File: src/rtl/xcr_ctx_master.sv
// XCR control-register bus initiator: single register reads/writes plus 8-register
// context SAVE/RESTORE bursts between one slave and an internal context buffer.
module xcr_ctx_master #(
    parameter int unsigned N_SLV   = 4,
    parameter int unsigned CTX_NUM = 4
) (
    input  logic                       clk,
    input  logic                       rst,
    input  logic                       cmd_valid,
    output logic                       cmd_ready,
    input  logic [1:0]                 cmd_op,
    input  logic [$clog2(N_SLV)-1:0]   cmd_sel,
    input  logic [2:0]                 cmd_adr,
    input  logic [7:0]                 cmd_wdata,
    input  logic [$clog2(CTX_NUM)-1:0] cmd_ctx,
    output logic                       rsp_valid,
    output logic [7:0]                 rsp_rdata,
    output logic [N_SLV-1:0]           xcr_cs,
    output logic                       xcr_we,
    output logic [2:0]                 xcr_adr,
    output logic [7:0]                 xcr_wdata,
    input  logic [7:0]                 xcr_rdata
);

    localparam int unsigned CW = $clog2(CTX_NUM);

    typedef enum logic [1:0] {S_IDLE, S_SINGLE, S_BURST, S_RESP} state_t;

    state_t           state_q, state_d;
    logic [N_SLV-1:0] cs_q, cs_d;
    logic             we_q, we_d;
    logic [2:0]       adr_q, adr_d;
    logic [7:0]       wdata_q, wdata_d;
    logic [7:0]       rdata_q, rdata_d;
    logic [CW-1:0]    ctx_q, ctx_d;
    logic             mem_we;
    logic [CW+2:0]    mem_rd_idx;

    logic [7:0] ctx_mem [CTX_NUM*8];

    always_ff @(posedge clk or posedge rst) begin
        if (rst) begin
            state_q <= S_IDLE;
            cs_q    <= '0;
            we_q    <= 1'b0;
            adr_q   <= '0;
            wdata_q <= '0;
            rdata_q <= '0;
            ctx_q   <= '0;
        end else begin
            state_q <= state_d;
            cs_q    <= cs_d;
            we_q    <= we_d;
            adr_q   <= adr_d;
            wdata_q <= wdata_d;
            rdata_q <= rdata_d;
            ctx_q   <= ctx_d;
        end
    end

    // Context buffer is deliberately unreset; an abandoned SAVE leaves it partially updated.
    always_ff @(posedge clk) begin
        if (mem_we) ctx_mem[{ctx_q, adr_q}] <= xcr_rdata;
    end

    always_comb begin
        state_d    = state_q;
        cs_d       = cs_q;
        we_d       = we_q;
        adr_d      = adr_q;
        wdata_d    = wdata_q;
        rdata_d    = rdata_q;
        ctx_d      = ctx_q;
        mem_we     = 1'b0;
        mem_rd_idx = {ctx_q, adr_q + 3'd1};
        case (state_q)
            S_IDLE: begin
                if (cmd_valid) begin
                    ctx_d = cmd_ctx;
                    cs_d  = N_SLV'(1) << cmd_sel;
                    we_d  = cmd_op[0];
                    if (cmd_op[1] == 1'b0) begin
                        state_d = S_SINGLE;
                        adr_d   = cmd_adr;
                        wdata_d = cmd_wdata;
                    end else begin
                        // Bursts start at address 1 so the enable register (address 0) goes last.
                        state_d    = S_BURST;
                        adr_d      = 3'd1;
                        mem_rd_idx = {cmd_ctx, 3'd1};
                        if (cmd_op[0]) wdata_d = ctx_mem[mem_rd_idx];
                    end
                end
            end
            S_SINGLE: begin
                state_d = S_RESP;
                cs_d    = '0;
                we_d    = 1'b0;
                rdata_d = we_q ? 8'h00 : xcr_rdata;
            end
            S_BURST: begin
                mem_we = ~we_q;
                if (adr_q == 3'd0) begin
                    state_d = S_RESP;
                    cs_d    = '0;
                    we_d    = 1'b0;
                    rdata_d = we_q ? 8'h00 : xcr_rdata;
                end else begin
                    adr_d = adr_q + 3'd1;
                    if (we_q) wdata_d = ctx_mem[mem_rd_idx];
                end
            end
            S_RESP: begin
                state_d = S_IDLE;
            end
            default: begin
                state_d = S_IDLE;
            end
        endcase
    end

    assign cmd_ready = (state_q == S_IDLE);
    assign rsp_valid = (state_q == S_RESP);
    assign rsp_rdata = rdata_q;
    assign xcr_cs    = cs_q;
    assign xcr_we    = we_q;
    assign xcr_adr   = adr_q;
    assign xcr_wdata = wdata_q;

endmodule

File: config.mk
export PLATFORM = sky130hd
export DESIGN_NAME = xcr_ctx_master
export DESIGN_NICKNAME = d
export VERILOG_FILES = /design/src/rtl/xcr_ctx_master.sv
export SDC_FILE = /design/constraint.sdc
export NUM_CORES = 1
export LEC_CHECK = 0
export CAP_MARGIN = 10
export CORE_MARGIN = 3
export CORE_UTILIZATION = 51
export CTS_CLUSTER_SIZE = 12
export DETAILED_ROUTE_END_ITERATION = 8
export PLACE_DENSITY_LB_ADDON = 0.3
export RECOVER_POWER = 50
export SETUP_SLACK_MARGIN = 0.3
export SLEW_MARGIN = 40
export SYNTH_ARGS = -nofsm -noshare
export SYNTH_HDL_FRONTEND = slang
export SYNTH_SLANG_ARGS = --single-unit
File: constraint.sdc
create_clock -name clk -period 3.35 [get_ports clk]
set_clock_uncertainty 0.15 [all_clocks]
set_input_delay 0.5025 -clock clk [delete_from_list [all_inputs] [get_ports clk]]
set_output_delay 0.5025 -clock clk [all_outputs]
set_load 0.03 [all_outputs]
# --- After elaboration in Yosys (flattened, before gate mapping) ---
# Memory sizes are Yosys's and may differ from the RTL's.
# Cells that the tools add are included.
totals:
  reg_bits: 28
  mem_bits_rw: 256
  inputBits: 28
  word_cells: 56
  mem_count: 1
classes:
  shifts: 1
  bitwise: 1
  muxes: 26
  eq_ne: 8
  reduce_logical: 11
  addsub: 1
mem_list:
  columns: ["memory", "words", "width", "rd", "rd_ports_with_merged_regs", "write_ports", "line", "text"]
  rows:
  - ["ctx_mem", 32, 8, 2, 0, 1, "39", "logic [7:0] ctx_mem [CTX_NUM*8];"]
op_table:
  columns: ["operator", "n"]
  rows:
  - ["8-bit 2-to-1 mux", 7]
  - ["8-bit case mux with 2 select lines", 2]
  - ["4-bit case mux with 3 select lines", 1]
  - ["3-bit 2-to-1 mux", 3]
  - ["4-bit 2-to-1 mux", 2]
  - ["2-bit != test, second input constant", 4]
  - ["2-bit case mux with 4 select lines", 1]
  - ["2-bit 2-to-1 mux", 3]
  - ["3-bit case mux with 2 select lines", 1]
  - ["2-bit AND reduction", 3]
  - ["3-bit AND reduction", 2]
  - ["1-bit 2-to-1 mux", 5]
  - ["5-bit AND reduction", 1]
  - ["2-bit == test, second input constant", 2]
  - ["2-bit nonzero test", 2]
  - ["1-bit by 2-bit left shift with 4-bit output, first input constant", 1]
  - ["3-bit by 1-bit adder with 3-bit output, second input constant", 1]
  - ["3-bit logical NOT", 1]
  - ["3-bit != test, second input constant", 1]
  - ["1-bit case mux with 3 select lines", 1]
  - ["3-bit nonzero test", 1]
  - ["2-bit by 1-bit == test with 1-bit output, second input constant", 1]
  - ["2-bit logical NOT", 1]
  - ["1-bit inverter", 1]

# --- Longest topological paths before layout ---
# An unclocked memory read counts as a cell.
logic_depth:
  depth_word: 5
  ltp_mapped: 13

# --- Least setup slack after synthesis ---
# No wires, ideal clock.
synth_timing:
  path_kind: "flip-flop to flip-flop"
  startpoint: "reg adr_q[0] (netlist: xcr_adr[0])"
  endpoint: "reg wdata_q[3] (netlist: xcr_wdata[3])"
  setup_time_ps: 136
  synth_period_minus_slack_ps: 3060
  t_arrival_ps: 2773
  stages_incl_launch_ff: 12
  setup_slack_ps: 290
  cell_sequence: "dfrtp_1 -> buf_6 -> buf_4 -> buf_2 -> inv_1 -> ha_1 -> buf_4 -> buf_2 -> buf_2 -> mux4_2 -> a221oi_1 -> a31oi_1"
synth_via:
  elab_chain_cells: 5
  elab_cells_between_ends: 8
synth_lines:
  columns: ["item", "line", "text"]
  rows:
  - ["start, declared", "32", "logic [2:0] adr_q, adr_d;"]
  - ["start signal, assigned", "54", "adr_q <= adr_d;"]
  - ["3-bit by 1-bit adder with 3-bit output", "75", "mem_rd_idx = {ctx_q, adr_q + 3'd1};"]
  - ["memory 32 x 8 bit", null, null]
  - ["8-bit 2-to-1 mux", "110", "if (we_q) wdata_d = ctx_mem[mem_rd_idx];"]
  - ["8-bit 2-to-1 mux", "103", "if (adr_q == 3'd0) begin"]
  - ["8-bit case mux with 2 select lines", "76", "case (state_q)"]
  - ["end signal, assigned", "55", "wdata_q <= wdata_d;"]
  - ["end, declared", "33", "logic [7:0] wdata_q, wdata_d;"]
# Parallel ways exist; a longest one is shown, timed or not. The select of a mux whose other input is x is not followed.
# A chain may end at the register's enable or synchronous reset.

# --- Final worst setup path ---
# Ends and elaborated chain as after synthesis.

==> impl_metrics.csv <==
group,metric,value,unit
outcome,outcome,"finished with violations",
outcome,violations,"max-capacitance violations, max-slew violations",
synth,syn_area,11700,µm²
sta,finalHoldViolCount,0,
pwr,p_per_area,900,nW/µm²
pwr,switching_share,35.1,%
placed_design,dpl.hpwl,18800,µm
pwr,leakage,4.63,nW
worst_setup_path,start_kind,"flop",
pwr,combPwrFrac,39.3,%
clocking,cts_setup_buffers,0,
floorplan,fp.dieH,158,µm
worst_setup_path,crit_arrival,3.19,ns
pwr,internal_power,8.00,mW
worst_setup_path,regToRegSetupSlack,0.42,ns
detailed_routing,ant_nets,0,
flow_run,drv_cap,8,
placed_design,routabilityCongestion,0.986,
detailed_routing,drt_iter0_markers,808,
synth,synth_compound_area_share,4.34,%
floorplan,start_util,52.8,%
min_path,holdCritPathClass,"flop to flop",
synth,ys_types,44,
clocking,cts_root_buf,"clkbuf_16",
floorplan,rows,54,
placed_design,io_buffers,53,
worst_setup_path,critPathMaxStageDelay,0.50,ns
sta,relSlewSlack,-29.5,%
synth,synth-main-ff-cell,"edfxtp_1",
placed_design,dp.cells,1009,
sta,rsz0062_at_grt,"no",
worst_setup_path,cp.required,3.61,ns
grt,antenna_found_initial,0,
pwr,power.switching,4.33,mW
sta,final.setup.worst_slack,0.416,ns
clocking,cts_tree,"built",
synth,synth_nets,694,
clocking,cts_max_path_buffers,3,
pwr,p_seq_share,35.6,%
clocking,clkTransAtPathRegs,0.06,ns
placed_design,postPlaceCellArea,12800,µm²
worst_setup_path,critPathKind,"flop to flop",
synth,yosysTopAreaCell,"edfxtp_1",
detailed_routing,viasPerCell,6.33,
sta,fin_crit,2.93,ns
synth,synthArstFlopShare,9.86,%
layout,area_growth,17.0,%
worst_setup_path,crit_path_max_fanout,32,
placed_design,place_ws,0.292,ns
worst_setup_path,r2r_start,"xcr_adr[0]$_DFFE_PP0P_",
sta,fin_setup_tns,0,ns
clocking,clock_latency,0.54,ns
clocking,cts_made_buffers,30,
worst_setup_path,r2r-end,"xcr_wdata[3]$_DFFE_PP0P_",
grt,grt_pass1_vias,6630,
synth,synthAdderAreaFrac,0.855,%
detailed_routing,drt-total-wl,29000,µm
sta,period_share,87.6,%
detailed_routing,route.vias.total,6709,
synth,yosys_warnings,0,
floorplan,die_area,24800,µm²
pwr,vdd_ir_drop_max,629,µV
synth,synth_top_area_share,65.7,%
worst_setup_path,ff2ff_path_depth,8,
layout,final_area,13700,µm²
worst_setup_path,critPathTopFamily,"compound AO/OA/AOI/OAI gates",
floorplan,die_w,158,µm
layout,fin_nets,797,
worst_setup_path,endpoint,"xcr_wdata[3]$_DFFE_PP0P_",
detailed_routing,wire_per_inst,27.4,µm
pwr,power.total,12.3,mW
synth,syn_area_per_cell,17.8,µm²
synth,synth_xor_area_share,0.214,%
floorplan,core_area,22200,µm²
synth,synth_seq_cells,284,
sta,slew_violations,272,
pwr,clkPwrFrac,25.0,%
layout,finish.utilization,61.8,%
worst_setup_path,critical_path_depth,8,
floorplan,num_io_pins,54,
detailed_routing,firstDrtPassIters,5,
synth,ys_seq_area_share,71.6,%
detailed_routing,drc,0,
worst_setup_path,end_kind,"flop",
sta,max_freq,341,MHz
layout,drive_above_1_share,19.2,%
sta,setup_viol,0,
synth,muxShareOfSynthArea,14.5,%
grt,grt_first_pass_wirelength,42600,µm
layout,num_antenna_cells,0,
worst_setup_path,path_buf_inv,2,
sta,tightestPinTransition,1.94,ns
min_path,min_from,"rsp_rdata[3]$_DFFE_PP0P_",
worst_setup_path,cp_slowest_cell,"dfrtp_4",
grt,grt-ovfl-total,0,
clocking,cts_sinks,284,
synth,ys_top_cells_by_area,"edfxtp_1, mux4_2, dfrtp_1",
synth,yosys.area_share.simple,6.20,%
sta,holdWs,0.334,ns
grt,grt_usage,23.6,%
synth,synth_top_family_by_area,"multiplexers",
layout,finalNonFillerCells,1060,
synth,synth_edf_count,256,
synth,synth_common_cells,"edfxtp_1, nor2_1, mux4_2, nand2_1, dfrtp_1",
synth,postSynthCellCount,658,
synth,synth.most_common_cell,"edfxtp_1",
clocking,htreeDepth,1,
worst_setup_path,crit_start,"xcr_adr[0]$_DFFE_PP0P_",
worst_setup_path,crit_chain,"inv_1 -> ha_4 -> buf_12 -> mux4_1 -> nand2_1 -> a21oi_1 -> a221oi_1 -> a31oi_1",
grt,grt_max_degree,64,
[logic make-up after synthesis]
| group | count (synthesis) |
|---|---|
| compound gates | 76 |
| xor+xnor | 2 |
| fa+ha+maj | 8 |
| buf+inv | 44 |
| flops | 284 |
| mux | 86 |
| simple gates | 158 |
[worst min-delay path by stage]
| stage | slack [ns] | depth (start not counted) | to |
|---|---|---|---|
| finish | 0.33 | 2 | rsp_rdata[3]$_DFFE_PP0P_ |
| global route | 0.35 | 2 | rsp_rdata[1]$_DFFE_PP0P_ |
| CTS | 0.22 | 2 | xcr_wdata[6]$_DFFE_PP0P_ |
| detailed placement | 0.33 | 2 | rsp_rdata[1]$_DFFE_PP0P_ |
| global placement | 0.31 | 2 | rsp_rdata[2]$_DFFE_PP0P_ |
| floorplan | 0.37 | 2 | state_q[0]$_DFFE_PP0P_ |
[layout make-up]
| class | instances | area, µm² |
|---|---|---|
| repair buffers | 103 | 913 |
| multi-input cells | 330 | 3080 |
| inverters | 12 | 45.0 |
| well taps | 280 | 350 |
| fillers | 1588 | 8470 |
| clock buffers | 40 | 840 |
| flip-flops and latches | 284 | 8390 |
| clock inverters | 11 | 76.3 |
[layer usage]
metal / share of wire [%] / GRT usage (%) / routed length [µm] / up-vias
li1: - / - / - / 2831
met1: 37 / 32.7 / 10800 / 3373
met2: 47 / 37.4 / 13700 / 424
met3: 12 / 5.77 / 3400 / 81
met4: 3.9 / 8.06 / 1120 / 0
met5: 0 / 0 / 0 / -
[worst min-delay path: cells and delay by family, from the launching register on]
family	cells	cell delay, ns
AO/OA/AOI/OAI	1	0.06
AND/OR/NAND/NOR	1	0.05
flip-flops	1	0.34
[registers in the layout, indices dropped and copies added, names as in the netlist]
signal	count
state_q	2
rsp_rdata	8
xcr_adr	3
xcr_cs	4
ctx_q	2
ctx_mem	256
xcr_we	1
xcr_wdata	8
[power groups by stage]
stage | Sequential, mW | Combinational, mW | Clock [mW]
floorplan | 4.59 | 3.17 | 0
global placement | 4.44 | 4.77 | 0
detailed placement | 4.45 | 4.81 | 0
CTS | 4.38 | 4.85 | 3.12
global route | 4.41 | 5.16 | 3.28
finish | 4.39 | 4.85 | 3.09
[cell usage in the layout (no fill, tap or decap), types with 8 or more instances in the layout]
| cell | netlist | routed |
|---|---|---|
| a21oi_1 | 17 | 17 |
| a221oi_1 | 11 | 10 |
| buf_4 | 9 | 39 |
| clkbuf_1 | 6 | 14 |
| clkbuf_16 | 0 | 31 |
| clkdlybuf4s50_1 | 0 | 43 |
| dfrtp_1 | 28 | 27 |
| dlygate4sd3_1 | 0 | 10 |
| edfxtp_1 | 256 | 256 |
| inv_1 | 11 | 11 |
| mux2_2 | 9 | 9 |
| mux2i_1 | 14 | 14 |
| mux4_1 | 9 | 9 |
| mux4_2 | 54 | 54 |
| nand2_1 | 46 | 46 |
| nand2b_1 | 12 | 12 |
| nand3_1 | 8 | 8 |
| nor2_1 | 55 | 55 |
| nor3_1 | 15 | 15 |
| o21ai_0 | 14 | 14 |
| o22ai_1 | 9 | 9 |
[repair_timing]
action,4_1_cts,5_1_grt
resized for setup,1,0
hold endpoints to repair,0,0
hold buffers,0,0
setup endpoints to repair,1,0
Note: power is estimated with default switching activity, not from simulation.
